### config.mk
export PLATFORM = sky130hd
export DESIGN_NAME = lcd_row_writer
export DESIGN_NICKNAME = d
export VERILOG_FILES = /design/src/rtl/lcd_row_writer.sv
export SDC_FILE = /design/constraint.sdc
export NUM_CORES = 1
export LEC_CHECK = 0
export ABC_CLOCK_PERIOD_IN_PS = 8200
export BUFFER_PORTS_ARGS = -buffer_cell sky130_fd_sc_hd__buf_2
export CAP_MARGIN = 30
export CORE_MARGIN = 4
export CORE_UTILIZATION = 54
export CTS_CLUSTER_DIAMETER = 50
export DETAILED_ROUTE_END_ITERATION = 12
export PLACE_DENSITY = 0.77
export SLEW_MARGIN = 20
export SYNTH_ARGS = -nofsm -noshare
export SYNTH_HDL_FRONTEND = slang
export SYNTH_SLANG_ARGS = --single-unit
### constraint.sdc
create_clock -name clk -period 8.2 [get_ports clk]
set_input_delay 0.41 -clock clk [delete_from_list [all_inputs] [get_ports clk]]
set_output_delay 0.41 -clock clk [all_outputs]
set_load 0.02 [all_outputs]
### src/rtl/lcd_row_writer.sv
// HD44780 8-bit writer: power-up wait, init command burst, then refreshes both
// 16-character rows from a snapshot whenever the input text differs from it.
module lcd_row_writer #(
  parameter int POWERUP_CYC = 150000,
  parameter int EN_CYC      = 5,
  parameter int CMD_CYC     = 500,
  parameter int CLR_CYC     = 20000
) (
  input  logic         clk,
  input  logic         rst,
  input  logic [127:0] top,
  input  logic [127:0] bottom,
  output logic         lcd_rs,
  output logic         lcd_rw,
  output logic         lcd_en,
  output logic [7:0]   lcd_data,
  output logic         busy,
  output logic         frame_done
);

  localparam int M1   = (POWERUP_CYC > CLR_CYC) ? POWERUP_CYC : CLR_CYC;
  localparam int M2   = (CMD_CYC > EN_CYC) ? CMD_CYC : EN_CYC;
  localparam int MAXC = (M1 > M2) ? M1 : M2;
  localparam int CW   = $clog2(MAXC + 1);

  typedef enum logic [1:0] {POWERUP, INIT, IDLE, REFRESH} state_t;
  typedef enum logic [1:0] {SETUP, PULSE, WAIT} phase_t;

  state_t         state_q, state_d;
  phase_t         phase_q, phase_d;
  logic [CW-1:0]  cnt_q, cnt_d;
  logic [5:0]     idx_q, idx_d;
  logic [255:0]   snap_q, snap_d;
  logic           rs_q, rs_d;
  logic [7:0]     data_q, data_d;
  logic           done_q, done_d;
  logic           go_refresh;
  logic [CW-1:0]  wait_last;

  // Returns {rs, data} for byte idx of the init burst or of a refresh frame.
  function automatic logic [8:0] byte_sel(input logic init_seq, input logic [5:0] idx,
                                          input logic [255:0] snap);
    logic [8:0] r;
    r = 9'h000;
    if (init_seq) begin
      case (idx)
        6'd0:    r = {1'b0, 8'h38};
        6'd1:    r = {1'b0, 8'h0C};
        6'd2:    r = {1'b0, 8'h06};
        default: r = {1'b0, 8'h01};
      endcase
    end else if (idx == 6'd0) begin
      r = {1'b0, 8'h80};
    end else if (idx == 6'd17) begin
      r = {1'b0, 8'hC0};
    end else if (idx <= 6'd16) begin
      r = {1'b1, 8'(snap >> (9'd256 - {idx, 3'b000}))};
    end else begin
      r = {1'b1, 8'(snap >> (9'd264 - {idx, 3'b000}))};
    end
    return r;
  endfunction

  // Only the clear command gets the long settle time; data bytes never do.
  assign wait_last = (!rs_q && data_q == 8'h01) ? CW'(CLR_CYC - 1) : CW'(CMD_CYC - 1);

  always_comb begin
    state_d    = state_q;
    phase_d    = phase_q;
    cnt_d      = cnt_q;
    idx_d      = idx_q;
    snap_d     = snap_q;
    rs_d       = rs_q;
    data_d     = data_q;
    done_d     = 1'b0;
    go_refresh = 1'b0;
    case (state_q)
      POWERUP: begin
        if (cnt_q == CW'(POWERUP_CYC - 1)) begin
          state_d          = INIT;
          phase_d          = SETUP;
          cnt_d            = '0;
          idx_d            = 6'd0;
          {rs_d, data_d}   = byte_sel(1'b1, 6'd0, snap_q);
        end else begin
          cnt_d = cnt_q + CW'(1);
        end
      end
      IDLE: begin
        if ({top, bottom} != snap_q) go_refresh = 1'b1;
      end
      INIT, REFRESH: begin
        case (phase_q)
          SETUP: begin
            phase_d = PULSE;
            cnt_d   = '0;
          end
          PULSE: begin
            if (cnt_q == CW'(EN_CYC - 1)) begin
              phase_d = WAIT;
              cnt_d   = '0;
            end else begin
              cnt_d = cnt_q + CW'(1);
            end
          end
          default: begin
            if (cnt_q != wait_last) begin
              cnt_d = cnt_q + CW'(1);
            end else if (state_q == INIT && idx_q == 6'd3) begin
              go_refresh = 1'b1;
            end else if (state_q == REFRESH && idx_q == 6'd33) begin
              state_d = IDLE;
              done_d  = 1'b1;
            end else begin
              phase_d        = SETUP;
              cnt_d          = '0;
              idx_d          = idx_q + 6'd1;
              {rs_d, data_d} = byte_sel(state_q == INIT, idx_q + 6'd1, snap_q);
            end
          end
        endcase
      end
      default: state_d = POWERUP;
    endcase
    // The snapshot is taken on the same edge the frame starts, so byte 0 sees it too.
    if (go_refresh) begin
      state_d        = REFRESH;
      phase_d        = SETUP;
      cnt_d          = '0;
      idx_d          = 6'd0;
      snap_d         = {top, bottom};
      {rs_d, data_d} = byte_sel(1'b0, 6'd0, {top, bottom});
    end
  end

  always_ff @(posedge clk) begin
    if (rst) begin
      state_q <= POWERUP;
      phase_q <= SETUP;
      cnt_q   <= '0;
      idx_q   <= 6'd0;
      snap_q  <= '0;
      rs_q    <= 1'b0;
      data_q  <= 8'h00;
      done_q  <= 1'b0;
    end else begin
      state_q <= state_d;
      phase_q <= phase_d;
      cnt_q   <= cnt_d;
      idx_q   <= idx_d;
      snap_q  <= snap_d;
      rs_q    <= rs_d;
      data_q  <= data_d;
      done_q  <= done_d;
    end
  end

  assign lcd_en     = (state_q == INIT || state_q == REFRESH) && (phase_q == PULSE);
  assign lcd_rs     = rs_q;
  assign lcd_data   = data_q;
  assign lcd_rw     = 1'b0;
  assign busy       = (state_q != IDLE);
  assign frame_done = done_q;

endmodule

==> implementation parameters, run 1 <==
Parameter                              Value

Global route
  Global-route wire length before repair    slightly above 90 mm
  Number of antenna violations at the first check in global routing    1
  Leftover overflow at the end of global routing    0
  Pin count of the biggest net entering global routing    150
  Total GRT Usage    between 30% and 40%
  Via count of the first global-routing pass    about 15000

Timing
  Worst slew margin relative to its limit    30.46%
  Minimum hold slack    around 0.14 ns
  Clock skew after layout    around 0.019 ns
  Top achievable clock speed    around 190 MHz
  Number of hold violations in the final report    0
  Slack of the critical path    about 3.0 ns
  Unrepaired setup endpoints after global routing    false
  Count of endpoints failing setup in the final report    0
  Least-Margin Pin Slew    about 1.0 ns
  Setup total negative slack    0 ns
  Fraction of the cycle the final worst path needs    about 63%
  Max-slew violation count    0
  Clock period minus worst slack    about 5.2 ns

Setup path
  Biggest cell delay along the critical path    approximately 0.68 ns
  Maximum fanout count along the critical path    between 70 and 80
  Category of the worst setup path launch point    register
  Type of the worst setup path    reg2reg
  Critical path required time    just under 9 ns
  Cell class contributing the biggest share of worst-path delay    compound AO/OA/AOI/OAI gates
  Crit path capture type    register
  Total buffers and inverters traversed by the critical path    4
  Crit path DAT    around 5.7 ns
  Library cell contributing the largest single delay on the critical path    dfxtp_1
  List of cells traversed by the critical path    inv_1 -> ha_1 -> inv_1 -> ha_1 -> nand2_1 -> a21oi_1 -> o211ai_4 -> mux2i_4 -> buf_4 -> buf_16 -> nand2_1 -> and3_1 -> a311oi_1 -> o31ai_1 -> a2111oi_2 -> o31a_1

Synth
  Simple-Gate Fraction of Synth Area    a little over a fifth
  Post-Synth XOR/XNOR Area    about an eighth
  Most used flip-flop cell after synthesis    dfxtp_1
  Portion of netlist area occupied by mux cells    between 10% and 20%
  Net count of the mapped netlist    2227
  Syn_area_per_cell    ~8.6 um^2
  Share of synthesized area occupied by flip-flops and latches    about a third
  Number of distinct library cell variants in the gate-level netlist after synthesis    82
  Area share of the leading cell type in the synthesized netlist    a little over a third
  Syn Std Cell Area    16780 um^2
  Count of state elements after synthesis    between 200 and 300
  Synth Area in Adders    less than 1%
  Synth area leaders    dfxtp_1 35%, mux2i_1 16%, xnor2_1 11%
  Fraction of the mapped netlist area in compound gates    slightly below 9%
  Warnings from Yosys    0
  Share of synthesized registers carrying an async set or reset    0%
  Combinational family with the most area after synthesis    simple AND/OR/NAND/NOR gates
  Biggest area consumer among synthesized cells    dfxtp_1
  Number of enable-type register cells in the synthesized netlist    0
  Cells after synthesis    slightly below 2000

Drt
  Number of nets still failing antenna checks after routing    0
  Number of search-and-repair iterations in the first detailed-routing pass    8
  Total DRC errors in the routed layout    0
  DRC violation total after the first TritonRoute iteration    2216
  Routed WL per cell    roughly 25 um
  Vias    ~16000
  Routed wire length    between 60 and 70 mm
  Via count normalized by instance count    6.232

Placement
  Detailed Place HPWL    about 48 mm
  Worst setup slack after placement    2.992 ns
  Final RePlAce weighted congestion    between 1 and 1.5
  Buffers added on ports    about 270

Power
  Peak VDD IR    around 0.12 mV
  Cell area power density    around 170 nW/um^2
  Leakage power summed over all cells    6.778 nW

Die
  Initial cell density of the core    between 50% and 60%
  Number of placement rows    between 60 and 70
  Boundary pin count    between 200 and 300
  Height of the die    184.3 um
  Total die area    33970 um^2
  Width of the die    184.3 um
  Core ar.    30590 um^2

Cells and area
  Layout cell share with drive strength beyond 1    around 17%
  Commonest cells after routing, fill and taps aside    321 x nor2_1, 294 x dfxtp_1, 268 x buf_2
  Area growth from synthesis to layout    16.85%
  Number of nets at the end of the flow    around 2400
  Fill cell instance count of the final layout    about 2600
  Commonest non-fill, non-tap cell in the layout    nor2_1

Clock network
  H-tree depth reported by CTS    2
  Clock insertion delay at the later pin of the skew report    0.54 ns
  Post-cts hold buffer count    0
  Clk sinks    294
  PostCTS Resize Cnt    0
  Count of buffers added by post-CTS timing repair for setup    0
  Clock tree root driver cell    clkbuf_16
  Num CTS Buffers    39
  Clock input transition at the sequential cells of the worst setup and hold paths    ~0.06 ns
  Clock tree from TritonCTS    yes
  Maximum buffer depth of the clock tree    3

Outcome
  Status    completed

Hold path
  Worst min-delay path class    in2reg

Run
  Number of violations of the max-capacitance limit    0
[final cells by class]
cell class / instances / area, um^2 / share of cell area, %
clock buffer: 52 / 1097 / 5.595
tap: 396 / 495.5 / 2.526
multi-input combinational: 1515 / 10200 / 52.00
sequential: 294 / 5886 / 30.01
inverter: 36 / 135.1 / 0.6890
antenna: 1 / 2.502 / 0.01276
clock inverter: 16 / 180.2 / 0.9186
timing repair buffer: 289 / 1618 / 8.248
[cells in the mapped netlist (4+ instances only)]
cell type / number
buf_6: 7
a21oi_1: 29
nor3_1: 19
ha_1: 7
nor4_1: 30
a31oi_1: 8
inv_1: 35
or2_2: 4
mux4_2: 8
a22o_1: 6
nand2_1: 210
nand4_1: 61
or3_1: 11
xor2_1: 48
and3_1: 9
and2_1: 4
o21ai_0: 14
buf_2: 55
o211ai_1: 10
a211oi_1: 24
dfxtp_1: 294
o22ai_1: 8
a21boi_0: 13
clkbuf_1: 44
mux2i_1: 267
o21ai_1: 7
a311oi_1: 31
nand3_1: 79
nor2_1: 321
xnor2_1: 204
and4_1: 6
nor2b_1: 7
o2bb2ai_1: 4
buf_4: 7
[kinds of logic (layout without fill, tap and decap cells)]
| kind of cell | Yosys count | after routing |
|---|---|---|
| AO/OA/AOI/OAI | 194 | 194 |
| AND/OR/NAND/NOR | 783 | 783 |
| buffers and inverters | 153 | 393 |
| adder cells (fa/ha/maj) | 7 | 7 |
| XOR/XNOR | 254 | 254 |
| multiplexers | 276 | 276 |
| flip-flops | 294 | 294 |
| other | 1 | 2 |
[worst min-delay path, cell delays in order]
cell and delay, ns:
buf_2 0.09, mux2i_1 0.06, nor2_1 0.07
[state kept, by name, summed over array words and instances, names as in the netlist]
register    flops
cnt_q          18
idx_q           6
phase_q         2
state_q         2
frame_done      1
lcd_rs          1
lcd_data        8
snap_q        256
[stage by stage]
stage | instance area [um^2] | instances | utilization [%] | total power [mW]
finish | 19610 | 2599 | 64.12 | 3.407
global route | 19610 | 2598 | 64.11 | 3.483
CTS | 19530 | 2595 | 63.84 | 3.401
detailed placement | 18250 | 2527 | 59.67 | 1.720
global placement | 18190 | 2525 | 59.47 | 1.718
floorplan | 16780 | 1962 | - | 1.572
[final timing paths]
check             slack [ns]           to  depth (start not counted)   startpoint
hold / removal          0.14  snap_q[124]                          3  bottom[124]
setup / recovery        3.01  lcd_data[7]                         16     idx_q[0]
hold reg to reg         0.53    cnt_q[16]                          2    cnt_q[16]
setup reg to reg        3.01  lcd_data[7]                         16     idx_q[0]
[routing by layer]
metal / vias up / share of wire (%) / global-route usage, %
li1: 7230 / - / -
met5: - / 0 / 0
met1: 7660 / 39 / 48.36
met4: 0 / 6.1 / 18.01
met2: 1084 / 44 / 54.79
met3: 222 / 11 / 7.085
[power breakdown]
group | switching, mW | total, mW | leakage [nW] | internal, mW
clock network | 0.668 | 1.71 | 0.617 | 1.04
registers | 0.00896 | 1.44 | 2.37 | 1.43
logic | 0.155 | 0.258 | 3.79 | 0.103
Note: power is estimated with default switching activity, not from simulation.
==> run 2, diff against run 1 <==
ABC_CLOCK_PERIOD_IN_PS = 5300   (was 8200)
clock period = 5.3 ns   (was 8.2 ns; I/O delays follow)
==> run 2 against run 1 <==
  * Largest cell class unchanged
  * Critical path type unchanged
  * Count of clock-buffer cells in the layout up 3
  * Clock power up 53%
  * Highest routed layer is now met5
  * Sequential power rose by 55%
  * Cell count is 2.2% higher
==> implementation parameters, run 2 (synthesis gave the netlist of run 1 again) <==
Parameter                              Value

Cells and area
  Diodes inserted    0
  Register name with the most flops    snap_q
  Finished Layout Cells    2656
  Fill cell instance count of the final layout    around 2500
  Layout cell share with drive strength beyond 1    between 10% and 20%
  Max FFs per register    approximately 260
  Area growth from synthesis to layout    19.90%
  Commonest cells after routing, fill and taps aside    321 x nor2_1, 294 x dfxtp_1, 268 x buf_2
  Commonest non-fill, non-tap cell in the layout    nor2_1
  Number of nets at the end of the flow    approximately 2500

Placement
  Placed cell count    2533
  Final RePlAce weighted congestion    about 1.0
  Worst setup slack after placement    between 0.7 and 0.8 ns
  Buffers added on ports    269
  Detailed Place HPWL    49.38 mm

Drt
  Routed wire length    between 60 and 70 mm
  Via count normalized by instance count    around 6
  Total DRC errors in the routed layout    0
  Vias    around 16000
  Number of nets still failing antenna checks after routing    0
  Routed WL per cell    roughly 25 um
  DRC violation total after the first TritonRoute iteration    1651
  Number of search-and-repair iterations in the first detailed-routing pass    5

Global route
  Via count of the first global-routing pass    ~16000
  Total GRT Usage    37.09%
  Global-route wire length before repair    roughly 96 mm
  Pin count of the biggest net entering global routing    ~140
  Number of antenna violations at the first check in global routing    2
  Leftover overflow at the end of global routing    0

Setup path
  Worst reg2reg startpoint    idx_q[0]
  Depth of the most critical reg-to-reg path    14
  Type of the worst setup path    reg2reg
  Category of the worst setup path launch point    register
  Flop2flop setup slack    a little under 0.6 ns
  Critical path required time    5.76 ns
  Crit path capture type    register
  Terminus of the critical flop-to-flop path    lcd_data[1]
  Crit path DAT    5.18 ns
  Maximum fanout count along the critical path    50

Run
  Number of violations of the max-capacitance limit    0

Die
  Number of placement rows    between 60 and 70
  Initial cell density of the core    a little over half
  Width of the die    roughly 180 um
  Height of the die    between 150 and 200 um
  Core ar.    30590 um^2
  Total die area    roughly 34000 um^2
  Boundary pin count    between 200 and 300

Timing
  Clock skew after layout    ~0.024 ns
  Least-Margin Pin Slew    1.087 ns
  Minimum hold slack    ~0.00026 ns
  Unrepaired setup endpoints after global routing    false
  Number of hold violations in the final report    0
  Count of endpoints failing setup in the final report    0
  Worst slew margin relative to its limit    around 28%
  Top achievable clock speed    212.0 MHz
  Clock period minus worst slack    around 4.7 ns
  Setup total negative slack    0 ns
  Fraction of the cycle the final worst path needs    89.00%
  Slack of the critical path    ~0.58 ns
  Max-slew violation count    0

Power
  Total power of the final layout    between 5 and 6 mW
  Cell area power density    around 260 nW/um^2
  Leakage power summed over all cells    between 7 and 8 nW
  Peak VDD IR    ~0.20 mV

Clock network
  Clock input transition at the sequential cells of the worst setup and hold paths    roughly 0.06 ns
  PostCTS Resize Cnt    0
  Clock insertion delay at the later pin of the skew report    between 0.5 and 0.6 ns
  Clock tree root driver cell    clkbuf_16
  Count of buffers added by post-CTS timing repair for setup    0
  Maximum buffer depth of the clock tree    3
  H-tree depth reported by CTS    2
  Num CTS Buffers    40
  Clk sinks    slightly below 300
  Clock tree from TritonCTS    yes

Hold path
  Hold wc startpoint    top[111]
  Worst hold path depth    3
  Worst Hold Path EP    snap_q[239]
  Worst min-delay path class    in2reg

Outcome
  Status    completed
==> run 2: changes by cell type in the layout (fill, tap and decap cells not counted), moves of 4 or more <==
cell,before,now
clkbuf_8,4,11
dlygate4sd3_1,0,50
inv_6,3,8
buf_4,14,18
==> run 2: final cells by class <==
cell class                 instances  area [um^2]  area share, %
clock inverter                    17        128.9         0.6404
multi-input combinational       1515        10200          50.67
clock buffer                      55         1157          5.751
sequential                       294         5886          29.25
timing repair buffer             343         2126          10.56
tap                              396        495.5          2.462
inverter                          36        135.1         0.6715
==> run 2: critical path, cell delays in order (launching register included) <==
cell	delay, ns
dfxtp_1	0.62
inv_1	0.18
ha_1	0.44
inv_1	0.10
ha_1	0.18
nand2_1	0.07
a21oi_1	0.37
or3_1	0.58
and2_4	0.67
nand2_1	0.22
a311oi_1	0.33
a311oi_1	0.08
a311oi_1	0.50
o21ai_1	0.13
a21boi_1	0.17
==> run 2: worst max path at each step <==
stage	startpoint	end	slack (ns)	cells past startpoint
after floorplan	idx_q[0]	lcd_data[5]	2.01	18
after global placement	idx_q[0]	lcd_data[1]	0.74	14
after detailed placement	idx_q[0]	lcd_data[1]	0.74	14
after CTS	idx_q[0]	lcd_data[1]	0.69	14
after global routing	idx_q[0]	lcd_data[1]	0.28	14
final	idx_q[0]	lcd_data[1]	0.58	14
==> run 2: metal layers <==
layer  wire length (um)  vias up  share of wire (%)  global-route usage, %
met5                 27        -              0.041                      0
met3               5874      164                9.0                  7.065
met2              29680      877                 45                  58.46
met1              26550     7863                 41                  49.80
li1                   -     7362                  -                      -
met4               3265        4                5.0                  16.15
==> run 2: power by group <==
group | switching [mW] | internal [mW]
clock network | 1.07 | 1.54
logic | 0.241 | 0.183
registers | 0.0121 | 2.22
total | 1.32 | 3.95
==> run 2: what timing repair did <==
item	CTS	global route
endpoints found under the setup margin	0	0
hold buffers	50	0
endpoints found under the hold margin	50	0
==> run 2: through the flow <==
stage	cell area [um^2]	utilization, %
after floorplan	16780	-
after global placement	18260	59.70
after detailed placement	18310	59.86
after CTS	20100	65.70
after global routing	20120	65.79
final	20120	65.79
